**config.mk**
```make
export PLATFORM = sky130hd
export DESIGN_NAME = modexp_controller
export DESIGN_NICKNAME = d
export VERILOG_FILES = /design/src/rtl/modexp_controller.sv
export SDC_FILE = /design/constraint.sdc
export NUM_CORES = 1
export LEC_CHECK = 0
export CORE_ASPECT_RATIO = 0.6
export CORE_MARGIN = 5
export CORE_UTILIZATION = 36
export CTS_CLUSTER_SIZE = 28
export DETAILED_ROUTE_END_ITERATION = 12
export GPL_TIMING_DRIVEN = 1
export HOLD_SLACK_MARGIN = 0.12
export PLACE_DENSITY = 0.85
export SLEW_MARGIN = 5
export SYNTH_ARGS = -nofsm -noshare
export SYNTH_HDL_FRONTEND = slang
export SYNTH_SLANG_ARGS = --single-unit
```
**constraint.sdc**
```tcl
create_clock -name clock -period 1.6 [get_ports clock]
set_input_delay 0.32 -clock clock [delete_from_list [all_inputs] [get_ports clock]]
set_output_delay 0.32 -clock clock [all_outputs]
set_load 0.05 [all_outputs]
```
**src/rtl/modexp_controller.sv**
```systemverilog
// modexp_controller: request/response front end that drives a modular-exponentiation engine over a set/finished handshake.
// Define MODEXP_TIMEOUT_EN to abort a WAIT that lasts TIMEOUT_CYCLES cycles with an error response.
module modexp_controller #(
    parameter int DATA_WIDTH     = 8,
    parameter int TIMEOUT_CYCLES = 64
) (
    input  logic                  clock,
    input  logic                  reset_n,
    input  logic                  req_valid,
    output logic                  req_ready,
    input  logic [DATA_WIDTH-1:0] req_base,
    input  logic [DATA_WIDTH-1:0] req_exp,
    input  logic [DATA_WIDTH-1:0] req_modulant,
    input  logic [DATA_WIDTH-1:0] req_r_div_two,
    input  logic [DATA_WIDTH-1:0] req_r_squared,
    output logic                  rsp_valid,
    input  logic                  rsp_ready,
    output logic [DATA_WIDTH-1:0] rsp_data,
    output logic                  rsp_error,
    output logic [DATA_WIDTH-1:0] exp_a,
    output logic [DATA_WIDTH-1:0] exp_b,
    output logic [DATA_WIDTH-1:0] exp_modulant,
    output logic [DATA_WIDTH-1:0] exp_r_div_two,
    output logic [DATA_WIDTH-1:0] exp_r_squared,
    output logic                  exp_set,
    input  logic [DATA_WIDTH-1:0] exp_out,
    input  logic                  exp_finished
);
    typedef enum logic [1:0] {IDLE, ISSUE, WAIT, DONE} state_t;
    state_t state;
`ifdef MODEXP_TIMEOUT_EN
    localparam int CNT_W = $clog2(TIMEOUT_CYCLES + 1);
    logic [CNT_W-1:0] wait_cnt;
`else
    assign rsp_error = 1'b0;
`endif
    always_ff @(posedge clock or negedge reset_n) begin
        if (!reset_n) begin
            state         <= IDLE;
            req_ready     <= 1'b1;
            rsp_valid     <= 1'b0;
            rsp_data      <= '0;
            exp_set       <= 1'b0;
            exp_a         <= '0;
            exp_b         <= '0;
            exp_modulant  <= '0;
            exp_r_div_two <= '0;
            exp_r_squared <= '0;
`ifdef MODEXP_TIMEOUT_EN
            rsp_error     <= 1'b0;
            wait_cnt      <= '0;
`endif
        end else begin
            case (state)
                IDLE: if (req_valid) begin
                    exp_a         <= req_base;
                    exp_b         <= req_exp;
                    exp_modulant  <= req_modulant;
                    exp_r_div_two <= req_r_div_two;
                    exp_r_squared <= req_r_squared;
                    exp_set       <= 1'b1;
                    req_ready     <= 1'b0;
                    state         <= ISSUE;
                end
                // exp_finished may still be high from the previous operation here, so it is not looked at
                ISSUE: begin
                    exp_set <= 1'b0;
                    state   <= WAIT;
`ifdef MODEXP_TIMEOUT_EN
                    wait_cnt <= '0;
`endif
                end
                WAIT: if (exp_finished) begin
                    rsp_data  <= exp_out;
                    rsp_valid <= 1'b1;
                    state     <= DONE;
`ifdef MODEXP_TIMEOUT_EN
                    rsp_error <= 1'b0;
                end else if (wait_cnt == CNT_W'(TIMEOUT_CYCLES - 1)) begin
                    rsp_data  <= '0;
                    rsp_error <= 1'b1;
                    rsp_valid <= 1'b1;
                    state     <= DONE;
                end else begin
                    wait_cnt <= wait_cnt + 1'b1;
`endif
                end
                DONE: if (rsp_ready) begin
                    rsp_valid <= 1'b0;
                    req_ready <= 1'b1;
                    state     <= IDLE;
                end
                default: state <= IDLE;
            endcase
        end
    end
endmodule

```
==> results of run 1 <==
[cell type report]
class | count | area (um^2)
fillers | 486 | 2370
flip-flops and latches | 53 | 1330
repair buffers | 112 | 1020
multi-input cells | 71 | 739
well taps | 80 | 100
clock buffers | 7 | 86.3
inverters | 6 | 22.5
clock inverters | 1 | 7.51
[Yosys cell counts]
master,number,area share (%)
mux2_2,9,4.7
a21oi_1,1,0.23
o21ai_0,3,0.70
o21ba_2,1,0.47
dfstp_2,1,1.2
ha_1,6,3.5
buf_4,1,0.35
conb_1,1,0.18
mux2i_1,1,0.47
nand3b_1,1,0.35
nor2_1,1,0.18
a22o_1,1,0.41
dfrtp_1,52,61
nor2b_1,1,0.29
buf_6,4,2.1
nand2_2,1,0.29
nand2_1,2,0.35
mux2_1,41,22
a221oi_2,1,0.70
inv_1,6,1.1
[flip-flops by register name, summed over array words and instances, names as in the netlist]
name and count:
exp_b 8, exp_set 1, exp_r_squared 8, state 2, rsp_data 8, rsp_valid 1
exp_a 8, exp_modulant 8, req_ready 1, exp_r_div_two 8
[layer usage]
metal	vias up	share of wire, %	track usage [%]
met4	0	0.61	2.90
met3	4	12	6.23
met5	-	0	0
met2	64	44	18.4
li1	689	-	-
met1	708	43	16.4
[repair_timing]
action                                  in CTS  in global routing
buffers inserted                             1                  3
hold buffers                                 1                  0
hold endpoints to repair                    52                  0
pin swaps                                    0                  0
resized for setup                            0                  3
endpoints found under the setup margin       1                 11
[worst max path at each step]
stage | from | depth (start not counted) | endpoint | slack [ns]
2_1_floorplan | state[0] | 5 | state[1] | 0.11
3_3_place_gp | rsp_ready | 4 | state[1] | -0.05
3_5_place_dp | rsp_ready | 4 | state[1] | -0.08
4_1_cts | state[0] | 5 | state[1] | 0.004
5_1_grt | state[1] | 4 | state[1] | -0.04
6_report | state[1] | 4 | state[1] | 0.004
[logic make-up after synthesis]
group                    share of synthesized area [%]
AO/OA/AOI/OAI                                     2.51
AND/OR/NAND/NOR                                   1.46
buffers and inverters                             3.51
adder cells (fa/ha/maj)                           3.51
multiplexers                                      26.8
flip-flops                                        62.0
other                                            0.175
[metrics by stage]
stage / utilization (%) / hold slack [ns] / instances / cell area, um^2 / setup TNS, ns
after floorplan: - / 0.0244 / 135 / 2140 / 0
after global placement: 55.8 / 0.331 / 317 / 3170 / -0.0513
after detailed placement: 55.8 / 0.338 / 317 / 3170 / -0.0933
after CTS: 57.7 / 0.506 / 327 / 3280 / 0
after global routing: 58.2 / 0.511 / 330 / 3300 / -0.0371
final: 58.2 / 0.499 / 330 / 3300 / 0
==> results.json, run 1 <==
{
  "start_kind": "register",
  "report.final.hold_viol_count": 0,
  "cp.buffers_inverters": 1,
  "grt.total_usage_pct": 12.5,
  "maxSlewViolCount": 0,
  "vias_per_cell": 4.44,
  "wl_per_cell_um": 14.5,
  "pre_cts_ws_ns": -0.0783,
  "synth_area_um2": 2140,
  "area_delta_synth_final_pct": 54.3,
  "regToRegSetupSlack_ns": 0.004,
  "grt_overflow_total": 0,
  "yosysUniqueCellTypes": 20,
  "holdPathStages": 1,
  "io_buffer_count": 103,
  "h-tree-depth": 2,
  "fmaxAchievable_mhz": 627,
  "die_y_um": 69.7,
  "arrival_ns": 1.77,
  "cp_max_fo": 3,
  "r2r_start": "state[1]",
  "hold_class": "reg2reg",
  "ys_warn_count": 0,
  "syn_avg_cell_area_um2": 15.8,
  "gp_congestion": 0.743,
  "firstDrtPassIters": 2,
  "initial_core_util_pct": 37.7,
  "ioPinCount": 105,
  "synth_fp_nets": 194,
  "setup_violations": 0,
  "fp.dieArea_um2": 7640,
  "skew_ns": 0.0123,
  "rsz0062_at_grt": "true",
  "first_global_vias": 1600,
  "hp-start": "exp_b[4]",
  "required_ns": 1.78,
  "worstRegToRegCells": 4,
  "final_nets": 308,
  "drive_above_1_share_pct": 33.2,
  "clkLatencyLatePin_ns": 0.30,
  "cts.sinks": 53,
  "cts_root_buffer": "clkbuf_8",
  "period_minus_slack_ns": 1.60,
  "crit_family": "flip-flops",
  "antenna_left": 0,
  "antenna_found_initial": 0,
  "die_w_um": 110,
  "r2r_end": "state[1]",
  "slowest_stage": "dfrtp_1",
  "cts_tree": "built",
  "path_clk_slew_ns": 0.09,
  "outcome": "complete, no violations",
  "placementRows": 21,
  "dp_hpwl_mm": 3.65,
  "netlist_instances": 135,
  "final_common_cell": "buf_4",
  "core_area_um2": 5680,
  "final_cell_mix": "55 x buf_4, 52 x dfrtp_1, 51 x clkdlybuf4s50_1, 41 x mux2_1, 9 x mux2_2",
  "postLayoutSetupSlackWorst_ns": 0.00428,
  "grt_max_degree": 54,
  "path_cells": "buf_4 -> ha_1 -> a221oi_2 -> mux2_1",
  "worstSetupPathType": "reg2reg",
  "slowest_delay_ns": 0.43,
  "synth-seq-area-share_pct": 62.0,
  "numCtsBuffers": 5,
  "min_to": "exp_b[4]",
  "cts.path.max_buffers": 2,
  "ys_ff_latch": 53,
  "num_vias": 1465,
  "drc": 0,
  "post-route-period-util_pct": 99.7,
  "grt_first_pass_wirelength_mm": 7.66,
  "drtIter0Drc": 24,
  "crit_path_end_kind": "register",
  "routed_wl_mm": 4.79,
  "drv_cap": 0,
  "diodes": 0
}
Power of run 1 is not shown: default switching activity piles up to over one toggle a cycle in this logic, so the estimate is an artifact.
==> inputs of run 2 (changes only) <==
ABC_AREA = 1   (was default)
CORE_UTILIZATION = 38   (was 36)
PLACE_DENSITY = 0.86   (was 0.85)
==> results.json, run 2 <==
{
  "outcome": "complete, no violations",
  "area_delta_synth_final_pct": 43.5,
  "wl_per_cell_um": 13.2,
  "worstRegToRegCells": 5,
  "firstDrtPassIters": 4,
  "ys_async_sr_fraction_pct": 100,
  "synth-seq-area-share_pct": 55.9,
  "first_global_vias": 1958,
  "final_cell_mix": "106 x nand2_1, 54 x buf_4, 52 x dfrtp_1, 51 x nand3_1, 50 x clkdlybuf4s50_1",
  "die_y_um": 71.2,
  "final_common_cell": "nand2_1",
  "ys_top_cells_by_area": "dfrtp_1 55%, nand2_1 17%, nand3_1 11%, ha_1 3.2%, buf_6 2.4%",
  "yosysTopAreaCell": "dfrtp_1",
  "core_area_um2": 6080,
  "maxSlewViolCount": 0,
  "h-tree-depth": 2,
  "fp.dieArea_um2": 7980,
  "hp-start": "rsp_data[3]",
  "grt_overflow_total": 0,
  "num_vias": 2066,
  "synth_area_um2": 2370,
  "cts_root_buffer": "clkbuf_8",
  "rsz0062_at_grt": "false",
  "syn_avg_cell_area_um2": 9.24,
  "pre_cts_ws_ns": 0.185,
  "cts.sinks": 53,
  "yosysTopAreaCellShare_pct": 54.8,
  "fmaxAchievable_mhz": 703,
  "synthSimpleGateAreaFrac_pct": 31.3,
  "antenna_found_initial": 0,
  "drc": 0,
  "cts_tree": "built",
  "placed_cell_area_um2": 3300,
  "worstSetupPathType": "reg2reg",
  "cellLeakagePower_nw": 1.80,
  "regToRegSetupSlack_ns": 0.18,
  "power_w": 0.00799,
  "synthMuxAreaShare_pct": 0,
  "required_ns": 1.79,
  "synth_top_family_by_area": "simple AND/OR/NAND/NOR gates",
  "synth_xor_area_share_pct": 0,
  "ctsResizeCount": 0,
  "start_kind": "register",
  "vdd_ir_drop_max_uv": 1330,
  "postLayoutSetupSlackWorst_ns": 0.178,
  "grt_first_pass_wirelength_mm": 9.73,
  "r2r_start": "state[0]",
  "grt.total_usage_pct": 14.7,
  "n_fill_cell": 568,
  "cts_hold_buf": 1,
  "holdPathStages": 2,
  "drtIter0Drc": 103,
  "ioPinCount": 105,
  "powerDensity_nw_per_um2": 2340,
  "synth.top_cells.by_count": "106 x nand2_1, 52 x dfrtp_1, 51 x nand3_1",
  "netlist_instances": 257,
  "initial_core_util_pct": 39.0,
  "setup_violations": 0,
  "yosys.area_share.adder_pct": 3.16,
  "seq_area_um2": 1330,
  "drv_cap": 0,
  "hold_class": "reg2reg",
  "final_nets": 417,
  "yosys_most_used_dff": "dfrtp_1",
  "path_clk_slew_ns": 0.10,
  "diodes": 0,
  "post_cts_buffers": 0,
  "antenna_left": 0,
  "placementRows": 22,
  "post-route-period-util_pct": 88.9,
  "drive_above_1_share_pct": 22.0,
  "synth_edf_count": 0,
  "synth_compound_area_share_pct": 0.421,
  "arrival_ns": 1.62,
  "min_to": "rsp_data[3]",
  "fin_area_um2": 3410,
  "fin_setup_tns_ns": 0,
  "cp_max_fo": 40,
  "report.final.hold_viol_count": 0,
  "period_minus_slack_ns": 1.42,
  "yosysUniqueCellTypes": 19,
  "clkLatencyLatePin_ns": 0.29,
  "gp_congestion": 0.907,
  "r2r_end": "exp_r_squared[5]",
  "ys_warn_count": 0,
  "synth_fp_nets": 316,
  "yosysMostFrequentCell": "nand2_1",
  "routed_wl_mm": 5.87,
  "ys_ff_latch": 53,
  "multiInputGateArea_um2": 836,
  "crit_path_end_kind": "register",
  "die_w_um": 112,
  "numCtsBuffers": 5,
  "vias_per_cell": 4.66,
  "skew_ns": 0.00660,
  "io_buffer_count": 103,
  "dp_hpwl_mm": 4.31,
  "cts.path.max_buffers": 2,
  "grt_max_degree": 54
}
## run 2: critical path: stages, from the launching register on
cell,delay (ns)
dfrtp_1,0.44
inv_1,0.15
ha_2,0.33
nand2_8,0.20
nand2_1,0.12
nand2_1,0.06
## run 2: routing by layer
metal / global-route usage, % / wire (um) / up-vias
li1: - / - / 1011
met2: 21.2 / 2460 / 94
met4: 2.67 / 26 / 0
met1: 21.3 / 2800 / 957
met5: 0 / 0 / -
met3: 5.82 / 585 / 4
## run 2: worst max path at each step
| stage | startpoint | end | cells after the start |
|---|---|---|---|
| after CTS | state[0] | exp_r_squared[3] | 5 |
| after global placement | state[0] | exp_a[4] | 5 |
| after global routing | state[0] | exp_b[7] | 5 |
| final | state[0] | exp_r_squared[5] | 5 |
| after floorplan | state[0] | exp_b[1] | 7 |
| after detailed placement | state[0] | exp_r_squared[3] | 5 |
## run 2: layout make-up
| cell class | count | area share (%) |
|---|---|---|
| sequential | 53 | 38.9 |
| tap | 84 | 3.08 |
| clock buffer | 6 | 2.42 |
| multi-input combinational | 177 | 24.5 |
| clock inverter | 2 | 0.404 |
| timing repair buffer | 111 | 29.5 |
| inverter | 10 | 1.10 |
## run 2: power breakdown
| group | switching, W | leakage (nW) | internal, W | total (W) |
|---|---|---|---|---|
| logic | 0.00335 | 1.09 | 0.00148 | 0.00483 |
| clock network | 0.000423 | 0.0512 | 0.000352 | 0.000774 |
| registers | 0.000412 | 0.658 | 0.00198 | 0.00239 |
## run 2: through the flow
stage / util (%) / cells / hold slack [ns]
2_1_floorplan: - / 257 / 0.0244
3_3_place_gp: 54.3 / 434 / 0.334
3_5_place_dp: 54.3 / 434 / 0.339
4_1_cts: 56.0 / 443 / 0.473
5_1_grt: 56.0 / 443 / 0.485
6_report: 56.0 / 443 / 0.476
## run 2: cells by family (layout without fill, tap and decap cells)
logic type,Yosys count,count (layout)
simple gates,168,168
flops,53,53
fa+ha+maj,6,6
compound gates,2,2
buf+inv,27,129
other cells,1,1
Note: power is estimated with default switching activity, not from simulation.
==> inputs of run 3 (changes only) <==
SLEW_MARGIN = 40   (was 5)
==> results of run 3 <==
Final layout, timing and power as in run 2 (identical DEF).
